`config.mk`:
```
export PLATFORM = sky130hd
export DESIGN_NAME = cache_controller
export DESIGN_NICKNAME = d
export VERILOG_FILES = /design/src/rtl/cache_pkg.sv /design/src/rtl/cache_victim_select.sv /design/src/rtl/cache_controller.sv
export SDC_FILE = /design/constraint.sdc
export NUM_CORES = 1
export LEC_CHECK = 0
export ABC_AREA = 1
export CAP_MARGIN = 30
export CELL_PAD_IN_SITES_DETAIL_PLACEMENT = 1
export CELL_PAD_IN_SITES_GLOBAL_PLACEMENT = 1
export CORE_UTILIZATION = 26
export DETAILED_ROUTE_END_ITERATION = 10
export GPL_ROUTABILITY_DRIVEN = 0
export PLACE_DENSITY_LB_ADDON = 0.25
export SLEW_MARGIN = 20
export SYNTH_ARGS = -nofsm -noshare
export SYNTH_HDL_FRONTEND = slang
export SYNTH_SLANG_ARGS = --single-unit
```
`constraint.sdc`:
```
create_clock -name clk -period 1.53 [get_ports clk]
set_clock_uncertainty 0.15 [all_clocks]
set_input_delay 0.153 -clock clk [delete_from_list [all_inputs] [get_ports clk]]
set_output_delay 0.153 -clock clk [all_outputs]
set_load 0.05 [all_outputs]
```
`src/rtl/cache_pkg.sv`:
```
// ---------------------------------------------------------------------------
// cache_pkg
// Shared definitions for the blocking cache controller:
//   - cache_state_e : controller FSM states
//   - *_size_f      : field widths derived from the top-level parameters
// No ports (package).
// ---------------------------------------------------------------------------
package cache_pkg;

    typedef enum logic [2:0] {
        IDLE     = 3'd0,
        LOOKUP   = 3'd1,
        MEM_REQ  = 3'd2,
        MEM_WAIT = 3'd3,
        RESP     = 3'd4
    } cache_state_e;

    // Number of bits needed to index the sets of the array.
    function automatic int set_size_f(input int num_sets);
        return $clog2(num_sets);
    endfunction

    // Number of bits needed to select a way.
    function automatic int way_size_f(input int num_ways);
        return $clog2(num_ways);
    endfunction

    // Low address bits below the set index (line offset).
    function automatic int byte_offset_size_f(input int block_size);
        return $clog2(block_size / 4);
    endfunction

    // Remaining upper address bits form the tag.
    function automatic int tag_size_f(input int addr_size, input int num_sets, input int block_size);
        return addr_size - $clog2(num_sets) - $clog2(block_size / 4);
    endfunction

endpackage

```
`src/rtl/cache_victim_select.sv`:
```
// ---------------------------------------------------------------------------
// cache_victim_select
// Purely combinational replacement choice for a read miss.
// The lowest-numbered invalid way is preferred; only when every way of the
// set is valid does the per-set round-robin pointer decide.
// Ports:
//   i_valid_flags  in  NUM_WAYS  per-way valid flags of the addressed set
//   i_rr_ptr       in  WAY_SIZE  round-robin pointer of the addressed set
//   o_victim       out WAY_SIZE  way to refill
//   o_used_rr      out 1         1 when o_victim came from i_rr_ptr
// ---------------------------------------------------------------------------
module cache_victim_select
    import cache_pkg::*;
#(
    parameter int NUM_WAYS = 4,
    localparam int WAY_SIZE = way_size_f(NUM_WAYS)
) (
    input  logic [NUM_WAYS-1:0] i_valid_flags,
    input  logic [WAY_SIZE-1:0] i_rr_ptr,
    output logic [WAY_SIZE-1:0] o_victim,
    output logic                o_used_rr
);

    // Scan from the top down so the lowest invalid way is the last to win.
    always_comb begin
        o_victim  = i_rr_ptr;
        o_used_rr = 1'b1;
        for (int i = NUM_WAYS - 1; i >= 0; i--) begin
            if (!i_valid_flags[i]) begin
                o_victim  = WAY_SIZE'(i);
                o_used_rr = 1'b0;
            end
        end
    end

endmodule

```
`src/rtl/cache_controller.sv`:
```
// ---------------------------------------------------------------------------
// cache_controller
// Blocking, single-outstanding cache controller between a CPU load/store port
// and main memory. Write-through, no-write-allocate, read-allocate. It drives
// the way/set/tag/write port of an external data+tag array.
//
// Optional feature: define CACHE_PERF_COUNTERS_EN to add the 32-bit outputs
// hit_count / miss_count (one increment per LOOKUP cycle, wrap at 2^32).
//
// Ports:
//   clk, rst                       clock, synchronous active-high reset
//   cpu_req_valid/ready/write/addr/wdata   CPU request (ready only in IDLE)
//   cpu_resp_valid/rdata           one-cycle completion pulse, load data (0 for stores)
//   mem_req_valid/ready/write/addr/wdata   memory request (refill read or write-through)
//   mem_resp_valid/rdata           refill data
//   cm_way/set/tag                 array addressing (set/tag from latched address)
//   cm_write_enable/write_data     array write strobe and data
//   cm_read_data                   array read data (combinational from way/set)
//   cm_hits, cm_valid_flags        per-way hit and valid flags for cm_set/cm_tag
//   hit_count, miss_count          performance counters (CACHE_PERF_COUNTERS_EN only)
// ---------------------------------------------------------------------------
module cache_controller
    import cache_pkg::*;
#(
    parameter int ADDR_SIZE  = 32,
    parameter int NUM_SETS   = 16,
    parameter int NUM_WAYS   = 4,
    parameter int BLOCK_SIZE = 32,
    localparam int SET_SIZE         = set_size_f(NUM_SETS),
    localparam int WAY_SIZE         = way_size_f(NUM_WAYS),
    localparam int BYTE_OFFSET_SIZE = byte_offset_size_f(BLOCK_SIZE),
    localparam int TAG_SIZE         = tag_size_f(ADDR_SIZE, NUM_SETS, BLOCK_SIZE)
) (
    input  logic                  clk,
    input  logic                  rst,
    // CPU side
    input  logic                  cpu_req_valid,
    output logic                  cpu_req_ready,
    input  logic                  cpu_req_write,
    input  logic [ADDR_SIZE-1:0]  cpu_req_addr,
    input  logic [BLOCK_SIZE-1:0] cpu_req_wdata,
    output logic                  cpu_resp_valid,
    output logic [BLOCK_SIZE-1:0] cpu_resp_rdata,
    // memory side
    output logic                  mem_req_valid,
    input  logic                  mem_req_ready,
    output logic                  mem_req_write,
    output logic [ADDR_SIZE-1:0]  mem_req_addr,
    output logic [BLOCK_SIZE-1:0] mem_req_wdata,
    input  logic                  mem_resp_valid,
    input  logic [BLOCK_SIZE-1:0] mem_resp_rdata,
    // cache array side
    output logic [WAY_SIZE-1:0]   cm_way,
    output logic [SET_SIZE-1:0]   cm_set,
    output logic [TAG_SIZE-1:0]   cm_tag,
    output logic                  cm_write_enable,
    output logic [BLOCK_SIZE-1:0] cm_write_data,
    input  logic [BLOCK_SIZE-1:0] cm_read_data,
    input  logic [NUM_WAYS-1:0]   cm_hits,
    input  logic [NUM_WAYS-1:0]   cm_valid_flags
`ifdef CACHE_PERF_COUNTERS_EN
    ,
    output logic [31:0]           hit_count,
    output logic [31:0]           miss_count
`endif
);

    // ------------------------------------------------------------------
    // Registers
    // ------------------------------------------------------------------
    cache_state_e          r_state;
    logic                  r_write;
    logic [ADDR_SIZE-1:0]  r_addr;
    logic [BLOCK_SIZE-1:0] r_wdata;
    logic [WAY_SIZE-1:0]   r_victim;
    logic                  r_victim_rr;
    logic                  r_cpu_resp_valid;
    logic [BLOCK_SIZE-1:0] r_cpu_resp_rdata;
    logic                  r_mem_req_valid;

    // ------------------------------------------------------------------
    // Wires
    // ------------------------------------------------------------------
    logic [SET_SIZE-1:0]          w_set;
    logic                         w_hit;
    logic [WAY_SIZE-1:0]          w_hit_way;
    logic [WAY_SIZE-1:0]          w_victim;
    logic                         w_used_rr;
    logic [NUM_SETS*WAY_SIZE-1:0] w_rr_flat;
    logic [WAY_SIZE-1:0]          w_rr_cur;
    logic                         w_rr_advance;

    assign w_set  = r_addr[BYTE_OFFSET_SIZE +: SET_SIZE];
    assign cm_set = w_set;
    assign cm_tag = r_addr[ADDR_SIZE-1 -: TAG_SIZE];

    // Multiple hits can only come from a corrupted array; the lowest way wins.
    assign w_hit = |cm_hits;
    always_comb begin
        w_hit_way = '0;
        for (int i = NUM_WAYS - 1; i >= 0; i--) begin
            if (cm_hits[i]) begin
                w_hit_way = WAY_SIZE'(i);
            end
        end
    end

    // ------------------------------------------------------------------
    // Per-set round-robin pointers, flattened so the addressed one can be
    // picked with a part-select.
    // ------------------------------------------------------------------
    assign w_rr_advance = (r_state == MEM_WAIT) && mem_resp_valid && r_victim_rr;

    for (genvar gi = 0; gi < NUM_SETS; gi++) begin : g_rr
        logic [WAY_SIZE-1:0] r_ptr;

        always_ff @(posedge clk) begin
            if (rst) begin
                r_ptr <= '0;
            end else if (w_rr_advance && (w_set == SET_SIZE'(gi))) begin
                r_ptr <= (r_ptr == WAY_SIZE'(NUM_WAYS - 1)) ? '0 : r_ptr + 1'b1;
            end
        end

        assign w_rr_flat[gi*WAY_SIZE +: WAY_SIZE] = r_ptr;
    end

    assign w_rr_cur = w_rr_flat[w_set*WAY_SIZE +: WAY_SIZE];

    cache_victim_select #(
        .NUM_WAYS (NUM_WAYS)
    ) u_victim_select (
        .i_valid_flags (cm_valid_flags),
        .i_rr_ptr      (w_rr_cur),
        .o_victim      (w_victim),
        .o_used_rr     (w_used_rr)
    );

    // ------------------------------------------------------------------
    // Array write port. The write must land in the same cycle as the hit
    // lookup or the refill beat, so it is driven combinationally from the
    // state. Reset suppresses any write, including a refill racing the reset.
    // ------------------------------------------------------------------
    always_comb begin
        cm_way          = '0;
        cm_write_enable = 1'b0;
        cm_write_data   = '0;
        case (r_state)
            LOOKUP: begin
                // Hit way also steers cm_read_data for a load hit.
                cm_way = w_hit_way;
                if (r_write && w_hit && !rst) begin
                    cm_write_enable = 1'b1;
                    cm_write_data   = r_wdata;
                end
            end
            MEM_WAIT: begin
                cm_way = r_victim;
                if (mem_resp_valid && !rst) begin
                    cm_write_enable = 1'b1;
                    cm_write_data   = mem_resp_rdata;
                end
            end
            default: ;
        endcase
    end

    // ------------------------------------------------------------------
    // Main FSM
    // ------------------------------------------------------------------
    always_ff @(posedge clk) begin
        if (rst) begin
            r_state          <= IDLE;
            r_write          <= 1'b0;
            r_addr           <= '0;
            r_wdata          <= '0;
            r_victim         <= '0;
            r_victim_rr      <= 1'b0;
            r_cpu_resp_valid <= 1'b0;
            r_cpu_resp_rdata <= '0;
            r_mem_req_valid  <= 1'b0;
        end else begin
            r_cpu_resp_valid <= 1'b0;
            case (r_state)
                IDLE: begin
                    if (cpu_req_valid) begin
                        r_write <= cpu_req_write;
                        r_addr  <= cpu_req_addr;
                        r_wdata <= cpu_req_wdata;
                        r_state <= LOOKUP;
                    end
                end
                LOOKUP: begin
                    if (r_write) begin
                        // Stores always go through to memory, hit or miss.
                        r_mem_req_valid <= 1'b1;
                        r_state         <= MEM_REQ;
                    end else if (w_hit) begin
                        r_cpu_resp_rdata <= cm_read_data;
                        r_cpu_resp_valid <= 1'b1;
                        r_state          <= RESP;
                    end else begin
                        r_victim        <= w_victim;
                        r_victim_rr     <= w_used_rr;
                        r_mem_req_valid <= 1'b1;
                        r_state         <= MEM_REQ;
                    end
                end
                MEM_REQ: begin
                    if (mem_req_ready) begin
                        r_mem_req_valid <= 1'b0;
                        if (r_write) begin
                            r_cpu_resp_rdata <= '0;
                            r_cpu_resp_valid <= 1'b1;
                            r_state          <= RESP;
                        end else begin
                            r_state <= MEM_WAIT;
                        end
                    end
                end
                MEM_WAIT: begin
                    if (mem_resp_valid) begin
                        r_cpu_resp_rdata <= mem_resp_rdata;
                        r_cpu_resp_valid <= 1'b1;
                        r_state          <= RESP;
                    end
                end
                RESP: begin
                    r_state <= IDLE;
                end
                default: begin
                    r_state <= IDLE;
                end
            endcase
        end
    end

    assign cpu_req_ready  = (r_state == IDLE);
    assign cpu_resp_valid = r_cpu_resp_valid;
    assign cpu_resp_rdata = r_cpu_resp_rdata;

    // Request fields come only from the latched request, so they stay stable
    // for the whole MEM_REQ phase regardless of mem_req_ready.
    assign mem_req_valid = r_mem_req_valid;
    assign mem_req_write = r_write;
    assign mem_req_wdata = r_wdata;
    assign mem_req_addr  = r_write ? r_addr
                                   : {r_addr[ADDR_SIZE-1:BYTE_OFFSET_SIZE], {BYTE_OFFSET_SIZE{1'b0}}};

`ifdef CACHE_PERF_COUNTERS_EN
    logic [31:0] r_hit_count;
    logic [31:0] r_miss_count;

    always_ff @(posedge clk) begin
        if (rst) begin
            r_hit_count  <= '0;
            r_miss_count <= '0;
        end else if (r_state == LOOKUP) begin
            if (w_hit) begin
                r_hit_count <= r_hit_count + 32'd1;
            end else begin
                r_miss_count <= r_miss_count + 32'd1;
            end
        end
    end

    assign hit_count  = r_hit_count;
    assign miss_count = r_miss_count;
`endif

endmodule

```
==> impl_metrics.ini, run 1 <==
[run_status]
status = finished with violations
violations = setup timing

[finish]
fin_nets = 1398
fin_util_pct = 58.41
register_area_um2 = 2753
post_route_cells_drive_above_1_share_pct = 41.37
area_growth_pct = 117.5
fillers = 2557
multi_input_area_um2 = 4041

[power]
power_frac_seq_pct = 21.4
leakage_nw = 5.693
power_frac_comb_pct = 63.6
p_per_area_nw_per_um2 = 1844
switching_share_pct = 45.10
peakVddDrop_v = 0.0009004
power_frac_clock_pct = 15.0
p_int_w = 0.01455
power.switching_w = 0.01195

[routing]
dr.pass1.iters = 4
drtIter0Drc = 373
route.vias.total = 8070
detail-route-antenna-nets = 0
drt-total-wl_um = 36830
wire_per_inst_um = 23.31
viasPerCell = 5.108
drc = 0

[global_routing]
track_usage_pct = 24.01
grt_pass1_wl_um = 47720
grt_pass1_vias = 8434
grt-ovfl-total = 0
antenna_found_initial = 4
grt_max_degree = 41

[logic_synthesis]
yosysUniqueCellTypes = 30
ys_warn_count = 0
synth-seq-cells = 137
avgSynthCellArea_um2 = 7.384
yosysSeqAreaShare_pct = 41.50
synth.cell_area_um2 = 6609
syn_nets = 1053
postSynthCellCount = 895

[timing]
finalCriticalPeriod_ps = 2235
worstMarginPinSlew_ps = 403.4
slew_viol_final = 0
rsz0062_at_grt = yes
setup_ws_ps = -704.8
finalCritPeriodShare_pct = 146.1
hold_violations = 0
fin_tns_setup_ps = -61320
finalSetupViolCount = 171
fmax_ghz = 0.4475
slew_headroom_pct = 73.11

[worst_setup_path]
worst-path-buf-inv = 4
critical_path.slowest_cell = dfxtp_2
crit_top_cell = buf_12
crit_type = flip-flop to output pin
crit_fanout = 8
arrival_ps = 1930
cp-start-kind = flip-flop
critPathCaptureType = output pin
ff2ff_path_depth = 11
crit_required_ps = 1230
crit_family = buffers and inverters
slowest_delay_ps = 350
cp_cell_sequence = nor2_4, inv_2, nor2_4, nand4_1, buf_12, buf_12, o22ai_4, buf_12
path_depth = 8

[clock_network]
cts_buffers = 17
ctsHoldBuffers = 0
root_buffer = clkbuf_16
clock_path_buffers = 2
htreeDepth = 4
cts.clk_slew.worst_paths_ps = 60
worstSkewPairLatency_ps = 430
tritoncts = done
cts_num_sinks = 137

[die]
fp.dieH_um = 161.4
die_x_um = 161.4
start_util_pct = 26.86
core_area_um2 = 24600
die-area_um2 = 26060
pin_count = 306
std_cell_rows = 57

[hold_path]
worstHoldPathType = input pin to flip-flop
hold_depth = 3

[flow_run]
max-cap-violations = 0

[place]
io_buffer_count = 305
dpl.hpwl_um = 22800
## final timing paths
check	startpoint	end	slack, ps
max	r_state[2]	cm_write_data[30]	-700
min	cpu_req_addr[7]	r_addr[7]	150
max reg2reg	r_state[2]	cpu_resp_rdata[3]	-510
min reg2reg	r_addr[0]	r_addr[0]	310
## layout make-up
type,instances,area share [%]
Inverter,82,2.185
Timing Repair Buffer,441,43.85
Sequential cell,137,19.15
Clock inverter,13,0.7400
Antenna cell,4,0.06965
Clock buffer,18,3.056
Multi-Input combinational cell,561,28.12
Tap cell,324,2.821
## cells in the mapped netlist
| library cell | instances | area (um^2) |
|---|---|---|
| a21oi_1 | 77 | 385.4 |
| nand2_1 | 132 | 495.5 |
| nor2_4 | 2 | 22.52 |
| o31ai_1 | 1 | 7.510 |
| inv_1 | 75 | 281.5 |
| o211a_1 | 11 | 110.1 |
| o41ai_1 | 1 | 8.760 |
| o22ai_1 | 32 | 200.2 |
| o21ai_1 | 3 | 15.01 |
| buf_1 | 1 | 3.750 |
| dfxtp_1 | 137 | 2743 |
| a211oi_1 | 1 | 7.510 |
| clkinv_1 | 4 | 15.01 |
| a22oi_1 | 8 | 60.06 |
| a31oi_1 | 35 | 219.0 |
| nand2_2 | 1 | 6.260 |
| nor2_2 | 1 | 6.260 |
| nor3_1 | 1 | 5.000 |
| clkbuf_2 | 2 | 10.01 |
| nand4_1 | 3 | 18.77 |
| buf_2 | 18 | 90.09 |
| ha_1 | 16 | 200.2 |
| nor2_1 | 64 | 240.2 |
| o21ai_0 | 104 | 520.5 |
| clkbuf_1 | 36 | 135.1 |
| buf_4 | 58 | 435.4 |
| nand3_1 | 64 | 320.3 |
| nand3_2 | 2 | 20.02 |
| o21bai_1 | 2 | 15.01 |
| inv_2 | 3 | 11.26 |
## tightest hold or removal path, stage by stage
cell and delay [ps]:
clkdlybuf4s50_1 400, nand3_1 80, a21oi_1 60
## power groups by stage
stage               sequential, W  clock (W)  combinational, W
detailed placement        0.00560          0            0.0131
finish                    0.00567    0.00398            0.0169
global route              0.00575    0.00418            0.0174
CTS                       0.00557    0.00398            0.0141
global placement          0.00554          0            0.0129
floorplan                 0.00731          0           0.00476
## what timing repair did
| item | 4_1_cts | 5_1_grt |
|---|---|---|
| setup buffers | 6 | 20 |
| endpoints found under the setup margin | 152 | 178 |
| pin swaps | 21 | 20 |
| gates resized for setup | 84 | 176 |
| cloned | 5 | 11 |
## sequential cells by signal, summed over array words and instances, names as in the netlist
signal,flops
cpu_resp_valid,1
g_rr.r_ptr,32
cpu_resp_rdata,32
r_state,3
mem_req_write,1
r_victim,2
mem_req_valid,1
r_victim_rr,1
r_addr,32
mem_req_wdata,32
## kinds of logic after synthesis
kind of cell | count (synthesis) | share of synthesized area, %
flip-flops | 137 | 41.50
AND/OR/NAND/NOR | 270 | 17.17
adder cells (fa/ha/maj) | 16 | 3.029
buffers and inverters | 197 | 14.86
AO/OA/AOI/OAI | 275 | 23.44
## metal layers
metal  vias to the layer above  global-route usage (%)  part of all wire [%]  routed length (um)
li1                       3692                       -                     -                   -
met4                         0                   8.877                   3.7                1375
met2                       286                   44.26                    53               19620
met5                         -                       0                     0                   0
met1                      4007                   23.87                    36               13180
met3                        85                   10.02                   7.2                2655
## per-stage QoR
| step | instances | hold slack [ps] | total power, W | worst slack (ps) | cell area, um^2 |
|---|---|---|---|---|---|
| global placement | 1505 | 299.6 | 0.01843 | -648.4 | 12360 |
| finish | 1580 | 151.1 | 0.02650 | -704.8 | 14370 |
| global route | 1580 | 151.3 | 0.02732 | -764.5 | 14370 |
| detailed placement | 1505 | 305.5 | 0.01867 | -654.7 | 12360 |
| floorplan | 895 | 166.4 | 0.01207 | -297.8 | 7138 |
| CTS | 1545 | 139.0 | 0.02369 | -635.8 | 13370 |
## cell usage in the layout (no fill, tap or decap), types with 6 or more instances in the layout
cell type / Yosys / layout
o21ai_2: 0 / 39
a21oi_2: 0 / 21
clkinv_2: 0 / 7
nand3_1: 64 / 64
clkbuf_16: 0 / 24
o22ai_4: 0 / 31
a31oi_4: 0 / 6
o211a_1: 11 / 11
buf_12: 0 / 186
nor2_1: 64 / 47
nand2_1: 132 / 110
o21ai_0: 104 / 43
buf_4: 58 / 85
inv_1: 75 / 64
a22oi_2: 0 / 8
nand2_2: 1 / 18
dfxtp_1: 137 / 131
buf_6: 0 / 15
a21oi_1: 77 / 54
o21ai_1: 3 / 18
a31oi_1: 35 / 24
ha_1: 16 / 16
nor2_4: 2 / 15
clkdlybuf4s50_1: 0 / 141
inv_2: 3 / 11
o21ai_4: 0 / 7
(Power assumes the default switching activity.)
==> run 2: changes to the inputs <==
--- a/config.mk
+++ b/config.mk
@@ -10,6 +10,7 @@
 export CELL_PAD_IN_SITES_DETAIL_PLACEMENT = 1
 export CELL_PAD_IN_SITES_GLOBAL_PLACEMENT = 1
 export CORE_UTILIZATION = 26
+export CTS_CLUSTER_DIAMETER = 150
 export DETAILED_ROUTE_END_ITERATION = 10
 export GPL_ROUTABILITY_DRIVEN = 0
 export PLACE_DENSITY_LB_ADDON = 0.25
==> results of run 2 <==
The final DEF is identical to that of run 1; final timing and power are the same.
==> run 3: changes to the inputs <==
--- a/config.mk
+++ b/config.mk
@@ -10,7 +10,6 @@
 export CELL_PAD_IN_SITES_DETAIL_PLACEMENT = 1
 export CELL_PAD_IN_SITES_GLOBAL_PLACEMENT = 1
 export CORE_UTILIZATION = 26
-export CTS_CLUSTER_DIAMETER = 150
 export DETAILED_ROUTE_END_ITERATION = 10
 export GPL_ROUTABILITY_DRIVEN = 0
 export PLACE_DENSITY_LB_ADDON = 0.25
==> results of run 3 <==
The final DEF is identical to that of run 1; final timing and power are the same.
